## src/rtl/spi_accel_responder.sv

```systemverilog
// SPI mode-0 responder emulating the ADXL362 ID/status/XYZ/POWER_CTL register interface.
// Define SPI_RESP_WRITE_EN to let writes update POWER_CTL and honour SOFT_RESET.
module spi_accel_responder #(
   parameter logic [7:0] DEVID_AD  = 8'hAD,
   parameter logic [7:0] DEVID_MST = 8'h1D,
   parameter logic [7:0] PARTID    = 8'hF2
) (
   input  logic       clk,
   input  logic       arst_n,
   input  logic       spi_sclk,
   input  logic       spi_csn,
   input  logic       spi_mosi,
   output logic       spi_miso,
   input  logic [7:0] accel_x,
   input  logic [7:0] accel_y,
   input  logic [7:0] accel_z,
   input  logic       data_ready,
   output logic [7:0] power_ctl,
   output logic       txn_done,
   output logic       cmd_err
);

   localparam logic [2:0] StIdle   = 3'd0;
   localparam logic [2:0] StCmd    = 3'd1;
   localparam logic [2:0] StAddr   = 3'd2;
   localparam logic [2:0] StRdata  = 3'd3;
   localparam logic [2:0] StWdata  = 3'd4;
   localparam logic [2:0] StIgnore = 3'd5;

   localparam logic [7:0] CmdWrite     = 8'h0A;
   localparam logic [7:0] CmdRead      = 8'h0B;
   localparam logic [5:0] AddrDevidAd  = 6'h00;
   localparam logic [5:0] AddrDevidMst = 6'h01;
   localparam logic [5:0] AddrPartid   = 6'h02;
   localparam logic [5:0] AddrXdata    = 6'h08;
   localparam logic [5:0] AddrYdata    = 6'h09;
   localparam logic [5:0] AddrZdata    = 6'h0A;
   localparam logic [5:0] AddrStatus   = 6'h0B;
   localparam logic [5:0] AddrPowerCtl = 6'h2D;
`ifdef SPI_RESP_WRITE_EN
   localparam logic [5:0] AddrSoftRst  = 6'h1F;
   localparam logic [7:0] SoftRstKey   = 8'h52;
`endif

   // Two-flop synchronisers; the third sclk/csn stage is only for edge detection.
   logic [2:0] sclk_sync_q;
   logic [2:0] csn_sync_q;
   logic [1:0] mosi_sync_q;

   always_ff @(posedge clk or negedge arst_n) begin
      if (!arst_n) begin
         sclk_sync_q <= 3'b000;
         csn_sync_q  <= 3'b111;
         mosi_sync_q <= 2'b00;
      end else begin
         sclk_sync_q <= {sclk_sync_q[1:0], spi_sclk};
         csn_sync_q  <= {csn_sync_q[1:0], spi_csn};
         mosi_sync_q <= {mosi_sync_q[0], spi_mosi};
      end
   end

   logic sclk_rise, sclk_fall, csn_high, csn_fall, csn_rise, mosi_s;

   assign sclk_rise = sclk_sync_q[1] & ~sclk_sync_q[2];
   assign sclk_fall = ~sclk_sync_q[1] & sclk_sync_q[2];
   assign csn_high  = csn_sync_q[1];
   assign csn_fall  = ~csn_sync_q[1] & csn_sync_q[2];
   assign csn_rise  = csn_sync_q[1] & ~csn_sync_q[2];
   assign mosi_s    = mosi_sync_q[1];

   logic [2:0] state_q, state_d;
   logic [2:0] bit_cnt_q, bit_cnt_d;
   logic [6:0] rx_shift_q, rx_shift_d;
   logic [7:0] tx_shift_q, tx_shift_d;
   logic [5:0] addr_q, addr_d;
   logic       is_read_q, is_read_d;
   logic       xfer_seen_q, xfer_seen_d;
   logic       miso_q, miso_d;
   logic       txn_done_q, txn_done_d;
   logic       cmd_err_q, cmd_err_d;

   logic [7:0] shadow_x_q, shadow_y_q, shadow_z_q;
   logic       status_q;
   logic [7:0] power_ctl_q;

   logic [7:0] rx_byte;
   logic       byte_done;
   logic       snapshot;
   logic       status_clr;
   logic       soft_rst;
   logic [7:0] rd_data;

   assign rx_byte   = {rx_shift_q, mosi_s};
   assign byte_done = sclk_rise & ~csn_high & (bit_cnt_q == 3'd7);

   always_comb begin
      rd_data = 8'h00;
      unique case (addr_q)
         AddrDevidAd:  rd_data = DEVID_AD;
         AddrDevidMst: rd_data = DEVID_MST;
         AddrPartid:   rd_data = PARTID;
         AddrXdata:    rd_data = shadow_x_q;
         AddrYdata:    rd_data = shadow_y_q;
         AddrZdata:    rd_data = shadow_z_q;
         AddrStatus:   rd_data = {7'b0, status_q};
         AddrPowerCtl: rd_data = power_ctl_q;
         default:      rd_data = 8'h00;
      endcase
   end

   always_comb begin
      state_d     = state_q;
      bit_cnt_d   = bit_cnt_q;
      rx_shift_d  = rx_shift_q;
      tx_shift_d  = tx_shift_q;
      addr_d      = addr_q;
      is_read_d   = is_read_q;
      xfer_seen_d = xfer_seen_q;
      miso_d      = miso_q;
      txn_done_d  = 1'b0;
      cmd_err_d   = 1'b0;
      snapshot    = 1'b0;
      status_clr  = 1'b0;

      if (csn_high) begin
         // Deselect wins over any coincident SCLK edge and drops any partial byte.
         state_d     = StIdle;
         bit_cnt_d   = 3'd0;
         miso_d      = 1'b0;
         xfer_seen_d = 1'b0;
         txn_done_d  = csn_rise & xfer_seen_q & ((state_q == StRdata) || (state_q == StWdata));
      end else begin
         if (sclk_rise && (state_q != StIdle)) begin
            bit_cnt_d  = bit_cnt_q + 3'd1;
            rx_shift_d = rx_byte[6:0];
         end
         unique case (state_q)
            StIdle: begin
               if (csn_fall) begin
                  state_d   = StCmd;
                  bit_cnt_d = 3'd0;
               end
            end
            StCmd: begin
               if (byte_done) begin
                  if (rx_byte == CmdRead) begin
                     is_read_d = 1'b1;
                     state_d   = StAddr;
                  end else if (rx_byte == CmdWrite) begin
                     is_read_d = 1'b0;
                     state_d   = StAddr;
                  end else begin
                     cmd_err_d = 1'b1;
                     state_d   = StIgnore;
                  end
               end
            end
            StAddr: begin
               if (byte_done) begin
                  addr_d   = rx_byte[5:0];
                  snapshot = is_read_q;
                  state_d  = is_read_q ? StRdata : StWdata;
               end
            end
            StRdata: begin
               // bit_cnt of zero on a fall means the first bit of a fresh byte.
               if (sclk_fall) begin
                  if (bit_cnt_q == 3'd0) begin
                     miso_d     = rd_data[7];
                     tx_shift_d = {rd_data[6:0], 1'b0};
                  end else begin
                     miso_d     = tx_shift_q[7];
                     tx_shift_d = {tx_shift_q[6:0], 1'b0};
                  end
               end
               if (byte_done) begin
                  addr_d      = addr_q + 6'd1;
                  xfer_seen_d = 1'b1;
                  status_clr  = (addr_q == AddrXdata);
               end
            end
            StWdata: begin
               if (byte_done) begin
                  addr_d      = addr_q + 6'd1;
                  xfer_seen_d = 1'b1;
               end
            end
            StIgnore: begin
               miso_d = 1'b0;
            end
            default: begin
               state_d = StIdle;
            end
         endcase
      end
   end

   always_ff @(posedge clk or negedge arst_n) begin
      if (!arst_n) begin
         state_q     <= StIdle;
         bit_cnt_q   <= 3'd0;
         rx_shift_q  <= 7'd0;
         tx_shift_q  <= 8'd0;
         addr_q      <= 6'd0;
         is_read_q   <= 1'b0;
         xfer_seen_q <= 1'b0;
         miso_q      <= 1'b0;
         txn_done_q  <= 1'b0;
         cmd_err_q   <= 1'b0;
      end else begin
         state_q     <= state_d;
         bit_cnt_q   <= bit_cnt_d;
         rx_shift_q  <= rx_shift_d;
         tx_shift_q  <= tx_shift_d;
         addr_q      <= addr_d;
         is_read_q   <= is_read_d;
         xfer_seen_q <= xfer_seen_d;
         miso_q      <= miso_d;
         txn_done_q  <= txn_done_d;
         cmd_err_q   <= cmd_err_d;
      end
   end

`ifdef SPI_RESP_WRITE_EN
   logic wr_byte;

   assign wr_byte  = byte_done & (state_q == StWdata);
   assign soft_rst = wr_byte & (addr_q == AddrSoftRst) & (rx_byte == SoftRstKey);

   always_ff @(posedge clk or negedge arst_n) begin
      if (!arst_n) begin
         power_ctl_q <= 8'h00;
      end else if (soft_rst) begin
         power_ctl_q <= 8'h00;
      end else if (wr_byte && (addr_q == AddrPowerCtl)) begin
         power_ctl_q <= rx_byte;
      end
   end
`else
   assign soft_rst    = 1'b0;
   assign power_ctl_q = 8'h00;
`endif

   always_ff @(posedge clk or negedge arst_n) begin
      if (!arst_n) begin
         shadow_x_q <= 8'h00;
         shadow_y_q <= 8'h00;
         shadow_z_q <= 8'h00;
      end else if (soft_rst) begin
         shadow_x_q <= 8'h00;
         shadow_y_q <= 8'h00;
         shadow_z_q <= 8'h00;
      end else if (snapshot) begin
         shadow_x_q <= accel_x;
         shadow_y_q <= accel_y;
         shadow_z_q <= accel_z;
      end
   end

   // A new sample arriving in the clearing cycle keeps DATA_READY set.
   always_ff @(posedge clk or negedge arst_n) begin
      if (!arst_n) begin
         status_q <= 1'b0;
      end else begin
         status_q <= data_ready | (status_q & ~status_clr & ~soft_rst);
      end
   end

   assign spi_miso  = miso_q;
   assign power_ctl = power_ctl_q;
   assign txn_done  = txn_done_q;
   assign cmd_err   = cmd_err_q;

endmodule
```

## config.mk

```make
export PLATFORM = sky130hd
export DESIGN_NAME = spi_accel_responder
export DESIGN_NICKNAME = d
export VERILOG_FILES = /design/src/rtl/spi_accel_responder.sv
export SDC_FILE = /design/constraint.sdc
export NUM_CORES = 1
export LEC_CHECK = 0
export CAP_MARGIN = 15
export CORE_AREA = 4 4 92 94
export CTS_CLUSTER_DIAMETER = 80
export DETAILED_ROUTE_END_ITERATION = 6
export DIE_AREA = 0 0 96 98
export GPL_TIMING_DRIVEN = 0
export HOLD_SLACK_MARGIN = 0.02
export PLACE_DENSITY_LB_ADDON = 0.2
export SYNTH_ARGS = -nofsm -noshare
export SYNTH_HDL_FRONTEND = slang
export SYNTH_SLANG_ARGS = --single-unit
```

## constraint.sdc

```tcl
create_clock -name clk -period 4 [get_ports clk]
set_input_delay 0.6 -clock clk [delete_from_list [all_inputs] [get_ports clk]]
set_output_delay 0.6 -clock clk [all_outputs]
set_load 0.05 [all_outputs]
```

### After elaboration in Yosys (flattened, before gate mapping)

Cells that the tools add are included.

| cells by class | value |
|---|---|
| equal/unequal tests | 21 |
| add/subtract/negate cells | 2 |
| bitwise logic cells | 15 |
| reduce and logical (&&, ||, !) cells | 20 |
| muxes and demuxes | 38 |

Operator list:

| cell | number |
|---|---|
| 8-bit one-hot mux with 7 select lines | 1 |
| 3-bit two-way mux | 11 |
| 6-bit by 4-bit == test with 1-bit output, second input constant | 4 |
| 1-bit two-way mux | 20 |
| 8-bit by 4-bit == test with 1-bit output, second input constant | 2 |
| 6-bit two-way mux | 2 |
| 3-bit != test, second input constant | 4 |
| 3-bit one-hot mux with 4 select lines | 1 |
| 6-bit one-hot mux with 2 select lines | 1 |
| 4-bit AND reduction | 3 |
| 1-bit AND | 9 |
| 3-bit == test, second input constant | 3 |
| 8-bit two-way mux | 1 |
| 2-bit nonzero test | 4 |
| 6-bit by 1-bit adder with 6-bit output, second input constant | 1 |
| 3-bit by 2-bit == test with 1-bit output, second input constant | 2 |
| 6-bit by 1-bit == test with 1-bit output, second input constant | 1 |
| 6-bit by 2-bit == test with 1-bit output, second input constant | 1 |
| 3-bit logical NOT | 2 |
| 6-bit logical NOT | 1 |
| 2-bit AND reduction | 3 |
| 3-bit nonzero test | 2 |
| 1-bit inverter | 5 |
| 2-bit by 1-bit != test with 1-bit output, second input constant | 2 |
| 10 further kinds | 10 |

| storage, ports and cells | value |
|---|---|
| flip-flop bits (word level) | 65 |
| logic and storage cells | 113 |
| output and inout bits | 11 |
| input bits | 30 |

### Longest topological paths before layout

Gate-level depths: netlist of run 1.

| logic depth | value |
|---|---|
| word-level depth | 10 |
| depth in mapped cells | 7 |
| gate-level depth less buffers | 6 |

### Worst setup path before layout of run 1

No wires, ideal clock.

| path | value |
|---|---|
| path type | register to register |
| from | register addr_q[0] |
| to | register tx_shift_q[2] |
| data required time | 3.918 ns |
| path buffers | 1 |
| period minus slack after synthesis | 1.756 ns |
| path slack | 2.244 ns |
| arrival | 1.674 ns |
| cell stages (with the launch flop) | 8 |
| library setup time | 0.082 ns |
| cells stage by stage | dfrtp_1 inv_1 ha_1 buf_2 a2111oi_0 or3b_1 or2_1 o22ai_1 |

| on the way | value |
|---|---|
| cells in the longest elaborated chain, start to end | 3 |
| elaborated cells on any way between the ends | 9 |
| classes of those cells | eq/ne (6); mux (2); reduce/logical (1) |

Ends and longest elaborated chain:

| item | line | source |
|---|---|---|
| start: declaration | 75 | `logic [5:0] addr_q, addr_d;` |
| start signal: assignment | 215 | `addr_q <= addr_d;` |
| 6-bit by 4-bit == test with 1-bit output (tied with other cells) | 98 | `unique case (addr_q)` |
| 8-bit one-hot mux with 7 select lines * | 98 |  |
| 8-bit two-way mux * | 168 | `if (bit_cnt_q == 3'd0) begin` |
| end signal: assignment | 214 | `tx_shift_q <= tx_shift_d;` |
| end: declaration | 74 | `logic [7:0] tx_shift_q, tx_shift_d;` |

Mark *: on every way between the ends. The rest lies on a longest branch, timed or not.
A chain may end at the register's enable or synchronous reset.

### Worst setup path in the final report of run 1

| path | value |
|---|---|
| from | register miso_q, in the netlist spi_miso |
| to | output spi_miso |

RTL lines:

| item | line | source |
|---|---|---|
| start: declaration | 78 | `logic miso_q, miso_d;` |
| start signal: assignment | 218 | `miso_q <= miso_d;` |
| end: declaration | 13 | `output logic spi_miso,` |

No word-level cell between the ends.

==> results of run 1 <==
## where the power goes
part | total (mW) | switching, mW | leakage, nW | internal, mW
clock network | 0.677 | 0.263 | 0.119 | 0.415
logic | 0.209 | 0.110 | 0.746 | 0.0989
registers | 0.722 | 0.0333 | 0.806 | 0.689
## worst reg2reg max path: stages (launching register included)
cell	delay, ns
dfrtp_1	0.38
ha_1	0.16
ha_1	0.16
nor4bb_1	0.20
buf_2	0.28
nand3_4	0.18
buf_6	0.20
mux2_1	0.32
## per-layer routing
metal | global-route usage (%) | share of wire, %
met5 | 0 | 0
met4 | 3.17 | 0.91
met3 | 5.08 | 4.4
met2 | 23.7 | 48
met1 | 20.4 | 47
## Yosys cell counts (3+ instances only)
master and count:
nor2b_1 3, mux2i_1 4, mux2_1 32, nand2b_1 6, nand2_1 9, a21o_1 4
buf_4 9, nand4_1 4, nor2_1 15, a31o_1 3, inv_1 6, o21a_1 3
buf_2 9, o21bai_1 3, nand3_1 6, o22ai_1 8, a21oi_1 11, dfstp_2 3
dfrtp_1 61, nor3_1 3, o21ai_0 12, and3_1 3, ha_1 7, a22oi_1 3
clkbuf_1 4
## cell type report
type / count / area share [%]
inverters: 7 / 0.677
repair buffers: 32 / 8.19
well taps: 102 / 3.29
clock buffers: 9 / 3.19
multi-input cells: 188 / 36.3
clock inverters: 7 / 3.10
plain buffers: 24 / 3.87
flip-flops and latches: 64 / 41.4
## sequential cells by signal (all words and copies together) (netlist names), 2 cells and up
register and flops:
tx_shift_q 7, sclk_sync_q 3, rx_shift_q 7, mosi_sync_q 2, shadow_y_q 8, shadow_z_q 8
state_q 3, bit_cnt_q 3, csn_sync_q 3, addr_q 6, shadow_x_q 8
## cell families after synthesis
logic type               synth area share (%)
AO/OA/AOI/OAI                            15.1
AND/OR/NAND/NOR                          12.8
flip-flops                               50.8
multiplexers                             12.7
buffers and inverters                    5.58
adder cells (fa/ha/maj)                  2.77
other                                   0.119
XOR/XNOR                                0.277
## path summary, 6_finish.rpt
check	from	to	slack, ns	cells past startpoint
worst max-delay path	spi_miso	spi_miso	1.82	1
worst min-delay path	arst_n	state_q[1]	0.34	1
worst max register to register	bit_cnt_q[0]	shadow_y_q[7]	1.99	7
worst min register to register	mosi_sync_q[0]	mosi_sync_q[1]	0.36	0
max in group asynchronous	arst_n	shadow_y_q[7]	3.12	1
min in group clk	mosi_sync_q[0]	mosi_sync_q[1]	0.36	0
==> results.ini, run 1 <==
[status]
status=finished, final reports clean

[setup_path]
worstSetupStartpointType=flip-flop
arrival_ns=1.58
cpPeakStageDelay_ns=0.83
cp_max_fo=4
crit_path_end_kind=primary output
crit_family=buffers and inverters
crit_type=flip-flop to primary output
cp_data_required_time_ns=3.40
path_cells=clkdlybuf4s50_1
slowest_stage=clkdlybuf4s50_1
path_buf_inv=1

[sta]
hold_ws_ns=0.343
drv_slew=0
min_period_ns=2.18
fin_crit_sh_pct=54.5
setup_ws_ns=1.82
hold_violations=0
fin_setup_tns_ns=0
rsz0062_at_grt=no
slew_headroom_pct=45.6
tightest_slew_ns=0.815
finClkSkew_ns=0.00677
max_freq_mhz=459
setup_viol=0

[finish]
multi_input_area_um2=1410
fin_util_pct=50.7
final_nets=363
drive_above_1_share_pct=15.4
diodes=0
final_common_cell=dfrtp_1
design_area_um2=3880
seq_area_um2=1610
fillerInstances=715
syn2layout_area_growth_pct=22.6
fin_cells=433
layout_common_cells=61 x dfrtp_1, 32 x mux2_1, 31 x clkdlybuf4s50_1

[clock_tree]
hold_buffers=0
cts_resized=0
worstSkewPairLatency_ns=0.34
cts_buffer_depth=2
postCtsSetupBuffers=0
clockRootBuffer=clkbuf_8
cts_tree=done
clock_sinks=64
cts_buffers=9
htreeDepth=3
path_clk_slew_ns=0.07

[die]
dieArea_um2=9410
fp-row-count=32
fp.dieH_um=98
die_x_um=96
io_pins=41
initial_core_util_pct=41.4
core_um2=7650

[routing]
drc=0
first_pass_iters=4
vias=2274
postRouteAntennaNets=0
post_drt_via_cell_ratio=5.25
post_drt_wl_per_cell_um=15.5
drt_iter0_markers=113
drt_wl_total_mm=6.69

[placed_design]
dpl_cell_area_um2=3630
gp_congestion=0.788
port_buffers=32
dp_hpwl_mm=4.68
dpl.cell_count=417
place_ws_ns=2.01

[yosys]
seq_area_frac_synth_pct=50.8
synth_flop_cell=dfrtp_1
yosys.cell_types.count=56
yosys-top-cells-area=dfrtp_1 48%, mux2_1 11%, ha_1 2.8%
synth_top_area_share_pct=48.3
ys_ff_latch=64
synth_warnings=0
synth.cell_area_um2=3160
ys_async_sr_fraction_pct=100
syn_inst=276
synth_area_leader_cell=dfrtp_1
synth.avg_cell_area_um2=11.5
synth_edf_count=0

[power_and_ir_drop]
vdd_drop_max_uv=183
total_power_mw=1.61
p_leak_nw=1.67
p_per_area_nw_per_um2=415

[global_routing]
antenna_found_initial=0
grt_max_degree=65
first_global_vias=2278
grt_usage_pct=15.2
overflow=0
grt_pass1_wl_mm=11.1

[worst_hold_path]
worstHoldPathType=primary input to asynchronous set/reset pin

[run]
maxCapViolCount=0

(Power assumes the default switching activity.)
==> inputs of run 2 (changes only) <==
==> constraint.sdc (replaced) <==
create_clock -name clk -period 2 [get_ports clk]
set_input_delay 0.3 -clock clk [delete_from_list [all_inputs] [get_ports clk]]
set_output_delay 0.3 -clock clk [all_outputs]
set_load 0.05 [all_outputs]
==> results.ini, run 2 (synthesis results as in run 1) <==
[placed_design]
port_buffers=32
dpl.cell_count=417
gp_congestion=0.788
dp_hpwl_mm=4.68
dpl_cell_area_um2=3630

[global_routing]
grt_usage_pct=15.2
first_global_vias=2278
grt_max_degree=65
grt_pass1_wl_mm=11.1
overflow=0
antenna_found_initial=0

[clock_tree]
clockRootBuffer=clkbuf_8
cts_tree=done
path_clk_slew_ns=0.07
clock_sinks=64
hold_buffers=0
htreeDepth=3
cts_buffer_depth=2
cts_buffers=9
worstSkewPairLatency_ns=0.34

[sta]
hold_ws_ns=0.0423
hold_violations=0
min_period_ns=1.88
setup_viol=0
tightest_slew_ns=0.810
finClkSkew_ns=0.00647
max_freq_mhz=531
fin_crit_sh_pct=94.2
rsz0062_at_grt=no
slew_headroom_pct=46.0
fin_setup_tns_ns=0
drv_slew=0

[die]
io_pins=41
fp-row-count=32
dieArea_um2=9410
core_um2=7650
fp.dieH_um=98
die_x_um=96
initial_core_util_pct=41.4

[power_and_ir_drop]
vdd_drop_max_uv=367
p_per_area_nw_per_um2=809
p_leak_nw=1.72
total_power_mw=3.23

[run]
maxCapViolCount=0

[finish]
final_common_cell=dfrtp_1
layout_common_cells=60 x dfrtp_1, 32 x mux2_1, 31 x clkdlybuf4s50_1
reg.largest.list=shadow_x_q (8), shadow_y_q (8), shadow_z_q (8)
drive_above_1_share_pct=19.1
final_nets=373
design_area_um2=3990
fin_cells=443
diodes=0
syn2layout_area_growth_pct=26.1

[setup_path]
slowest_stage=dfrtp_2
worstSetupStartpointType=flip-flop
crit_type=flip-flop to flip-flop
cpPeakStageDelay_ns=0.45
arrival_ns=2.14
path_cells=inv_1 -> ha_1 -> clkbuf_4 -> a2111oi_2 -> or3b_4 -> or2_1 -> o22ai_1
crit_path_end_kind=flip-flop
cp_max_fo=10
cp_data_required_time_ns=2.26
r2r_setup_slack_ns=0.12

[routing]
vias=2280
first_pass_iters=4
drt_iter0_markers=89
post_drt_wl_per_cell_um=15.2
drt_wl_total_mm=6.72
postRouteAntennaNets=0
drc=0
post_drt_via_cell_ratio=5.15

[worst_hold_path]
worstHoldPathType=primary input to asynchronous set/reset pin

[status]
status=finished, final reports clean

==> run 2: path summary, 6_finish.rpt <==
kind,startpoint,end,cells after the start
min in group clk,spi_csn,csn_sync_q[0],1
max in group asynchronous,arst_n,addr_q[0],1
min,arst_n,state_q[1],1
max,addr_q[0],tx_shift_q[2],7
max reg2reg,addr_q[0],tx_shift_q[2],7
min reg2reg,mosi_sync_q[0],mosi_sync_q[1],0
==> run 2: timing repair <==
item,in CTS,in global routing
resized for setup,1,11
pin swaps,0,1
setup endpoints to repair,15,36
buffers inserted,0,10
==> run 2: stage by stage <==
| step | utilization (%) | setup slack, ns |
|---|---|---|
| finish | 52.2 | 0.116 |
| global route | 52.2 | 0.00922 |
| CTS | 50.8 | 0.00186 |
| detailed placement | 47.5 | 0.0142 |
| global placement | 47.6 | -1.57 |
| floorplan | - | 0.244 |
==> run 2: area by class of cell <==
type / instances / area (um^2)
Inverter: 7 / 26.3
Clock inverter: 7 / 120
Clock buffer: 9 / 124
Buffer: 24 / 164
Multi-Input combinational cell: 188 / 1430
Timing Repair Buffer: 42 / 393
Fill cell: 707 / 3660
Sequential cell: 64 / 1610
Tap cell: 102 / 128
==> run 2: worst max-delay path, delay by kind of cell, from the launching register on <==
kind                     cells  cell delay, ns
AO/OA/AOI/OAI                2            0.24
adder cells (fa/ha/maj)      1            0.14
buffers and inverters        2            0.28
flip-flops                   1            0.45
AND/OR/NAND/NOR              2            0.69
==> run 2: power by group <==
group          leakage, nW  switching, mW  internal, mW  total, mW
sequential           0.805         0.0665          1.38       1.44
clock                0.119          0.529         0.829       1.36
combinational        0.799          0.224         0.203      0.426
==> run 2: layer usage <==
metal  wire length [um]  up-vias  track usage, %
li1                   -     1112               -
met3                294        7            5.08
met2               3160       37            23.7
met5                  0        -               0
met4                 62        0            3.17
met1               3200     1124            20.4
==> inputs of run 3 (changes only) <==
--- a/config.mk
+++ b/config.mk
@@ -5,7 +5,8 @@
 export SDC_FILE = /design/constraint.sdc
 export NUM_CORES = 1
 export LEC_CHECK = 0
-export CAP_MARGIN = 15
+export ABC_AREA = 1
+export CAP_MARGIN = 0
 export CORE_AREA = 4 4 92 94
 export CTS_CLUSTER_DIAMETER = 80
 export DETAILED_ROUTE_END_ITERATION = 6
==> results.ini, run 3 <==
[clock_tree]
cts_tree=done
path_clk_slew_ns=0.07
hold_buffers=0
clock_sinks=64
htreeDepth=3
cts_buffer_depth=2
cts_resized=0
cts_buffers=9
worstSkewPairLatency_ns=0.34
clockRootBuffer=clkbuf_8
postCtsSetupBuffers=0

[routing]
drt_wl_total_mm=6.26
postRouteAntennaNets=0
first_pass_iters=4
post_drt_wl_per_cell_um=12.8
drc=0
vias=2389
drt_iter0_markers=134
post_drt_via_cell_ratio=4.89

[power_and_ir_drop]
p_leak_nw=1.84
p_per_area_nw_per_um2=789
vdd_drop_max_uv=345

[global_routing]
grt_max_degree=65
overflow=0
antenna_found_initial=0
grt_usage_pct=14.7
first_global_vias=2237
grt_pass1_wl_mm=10.7

[setup_path]
arrival_ns=2.05
slowest_stage=dfrtp_1
crit_type=flip-flop to flip-flop
path_cells=ha_1 -> ha_1 -> nand4_2 -> inv_2 -> nand2_4 -> buf_6 -> mux2_4
cp_data_required_time_ns=2.22
crit_family=flip-flops
path_buf_inv=2
crit_path_end_kind=flip-flop
cp_common_cell=ha_1
reg2reg_depth=7
cp.depth=7
cp_max_fo=10
cpPeakStageDelay_ns=0.39
worstSetupStartpointType=flip-flop
r2r_setup_slack_ns=0.17

[sta]
fin_crit_sh_pct=91.4
rsz0062_at_grt=no
finClkSkew_ns=0.00784
min_period_ns=1.83
hold_violations=0
tightest_slew_ns=0.781
max_freq_mhz=547
drv_slew=0
slew_headroom_pct=47.9
setup_ws_ns=0.172
setup_viol=0

[finish]
fillerInstances=715
final_nets=419
drive_above_1_share_pct=16.5
fin_cells=489
layout_common_cells=61 x dfrtp_1, 57 x nand2_1, 34 x inv_1
syn2layout_area_growth_pct=21.5
final_common_cell=dfrtp_1
diodes=0
reg.largest.list=shadow_x_q (8), shadow_y_q (8), shadow_z_q (8)

[status]
status=finished, final reports clean

[die]
fp-row-count=32
io_pins=41
dieArea_um2=9410
fp.dieH_um=98
die_x_um=96
core_um2=7650
initial_core_util_pct=41.3

[yosys]
yosys.cell_types.count=33
ys_async_sr_fraction_pct=100
synth_area_leader_cell=dfrtp_1
synth_top_cells_by_count=61 x dfrtp_1, 57 x nand2_1, 34 x inv_1, 26 x nor2_1
seq_area_frac_synth_pct=50.8
synth_edf_count=0
synth.avg_cell_area_um2=9.52
yosys-top-cells-area=dfrtp_1 48%, nand2_1 6.8%, mux2_4 6.7%
synth.cell_area_um2=3160
ys_ff_latch=64
syn_inst=332
synth_flop_cell=dfrtp_1
synth_top_area_share_pct=48.3
synth_warnings=0
synthMostInstantiatedCell=dfrtp_1

[placed_design]
place_ws_ns=0.163
dp_hpwl_mm=4.59
port_buffers=32
gp_congestion=0.823
dpl.cell_count=473

[worst_hold_path]
worstHoldPathType=primary input to asynchronous set/reset pin

[run]
maxCapViolCount=0

==> run 3: metal layers <==
layer  GRT usage, %  up-vias  wire (um)
li1               -     1195          -
met4           6.89        0        124
met1           20.7     1136       2950
met5              0        -          0
met2           21.8       48       2900
met3           2.54       10        282
==> run 3: cell type report <==
class	instances	area [um^2]	area share (%)
inverters	38	143	3.71
clock buffers	12	155	4.04
plain buffers	11	93.8	2.44
clock inverters	4	52.6	1.37
repair buffers	32	318	8.28
multi-input cells	226	1350	35.0
flip-flops and latches	64	1610	41.8
well taps	102	128	3.32
==> run 3: logic make-up (layout without fill, tap and decap cells) <==
kind of cell,after synthesis,after routing,share of synthesized area [%]
AO/OA/AOI/OAI,60,60,10.5
XOR/XNOR,3,3,0.832
adder cells (fa/ha/maj),7,7,2.77
buffers and inverters,49,97,7.48
flip-flops,64,64,50.8
multiplexers,21,21,9.14
other,1,8,0.119
AND/OR/NAND/NOR,127,127,18.4
==> run 3: final timing paths <==
path	from	end
min in group clk	mosi_sync_q[0]	mosi_sync_q[1]
max in group asynchronous	arst_n	tx_shift_q[6]
max	bit_cnt_q[0]	shadow_y_q[7]
max reg2reg	bit_cnt_q[0]	shadow_y_q[7]
min	arst_n	mosi_sync_q[0]
min reg2reg	mosi_sync_q[0]	mosi_sync_q[1]
==> run 3: power breakdown <==
| part | switching (mW) | internal, mW | leakage (nW) | total (mW) |
|---|---|---|---|---|
| Clock | 0.491 | 0.644 | 0.0948 | 1.13 |
| Sequential | 0.0623 | 1.38 | 0.808 | 1.44 |
| Combinational | 0.279 | 0.174 | 0.933 | 0.453 |
==> run 3: stage by stage <==
stage	total power, mW	TNS, ns	cell area (um^2)	hold WS [ns]	utilization [%]
3_3_place_gp	1.91	-90.35	3630	0.334	47.5
6_report	3.03	0	3840	0.0446	50.2
4_1_cts	3.06	0	3840	0.0706	50.2
3_5_place_dp	1.92	0	3630	0.336	47.5
5_1_grt	3.20	0	3840	0.107	50.2
2_1_floorplan	1.75	0	3190	0.00441	-
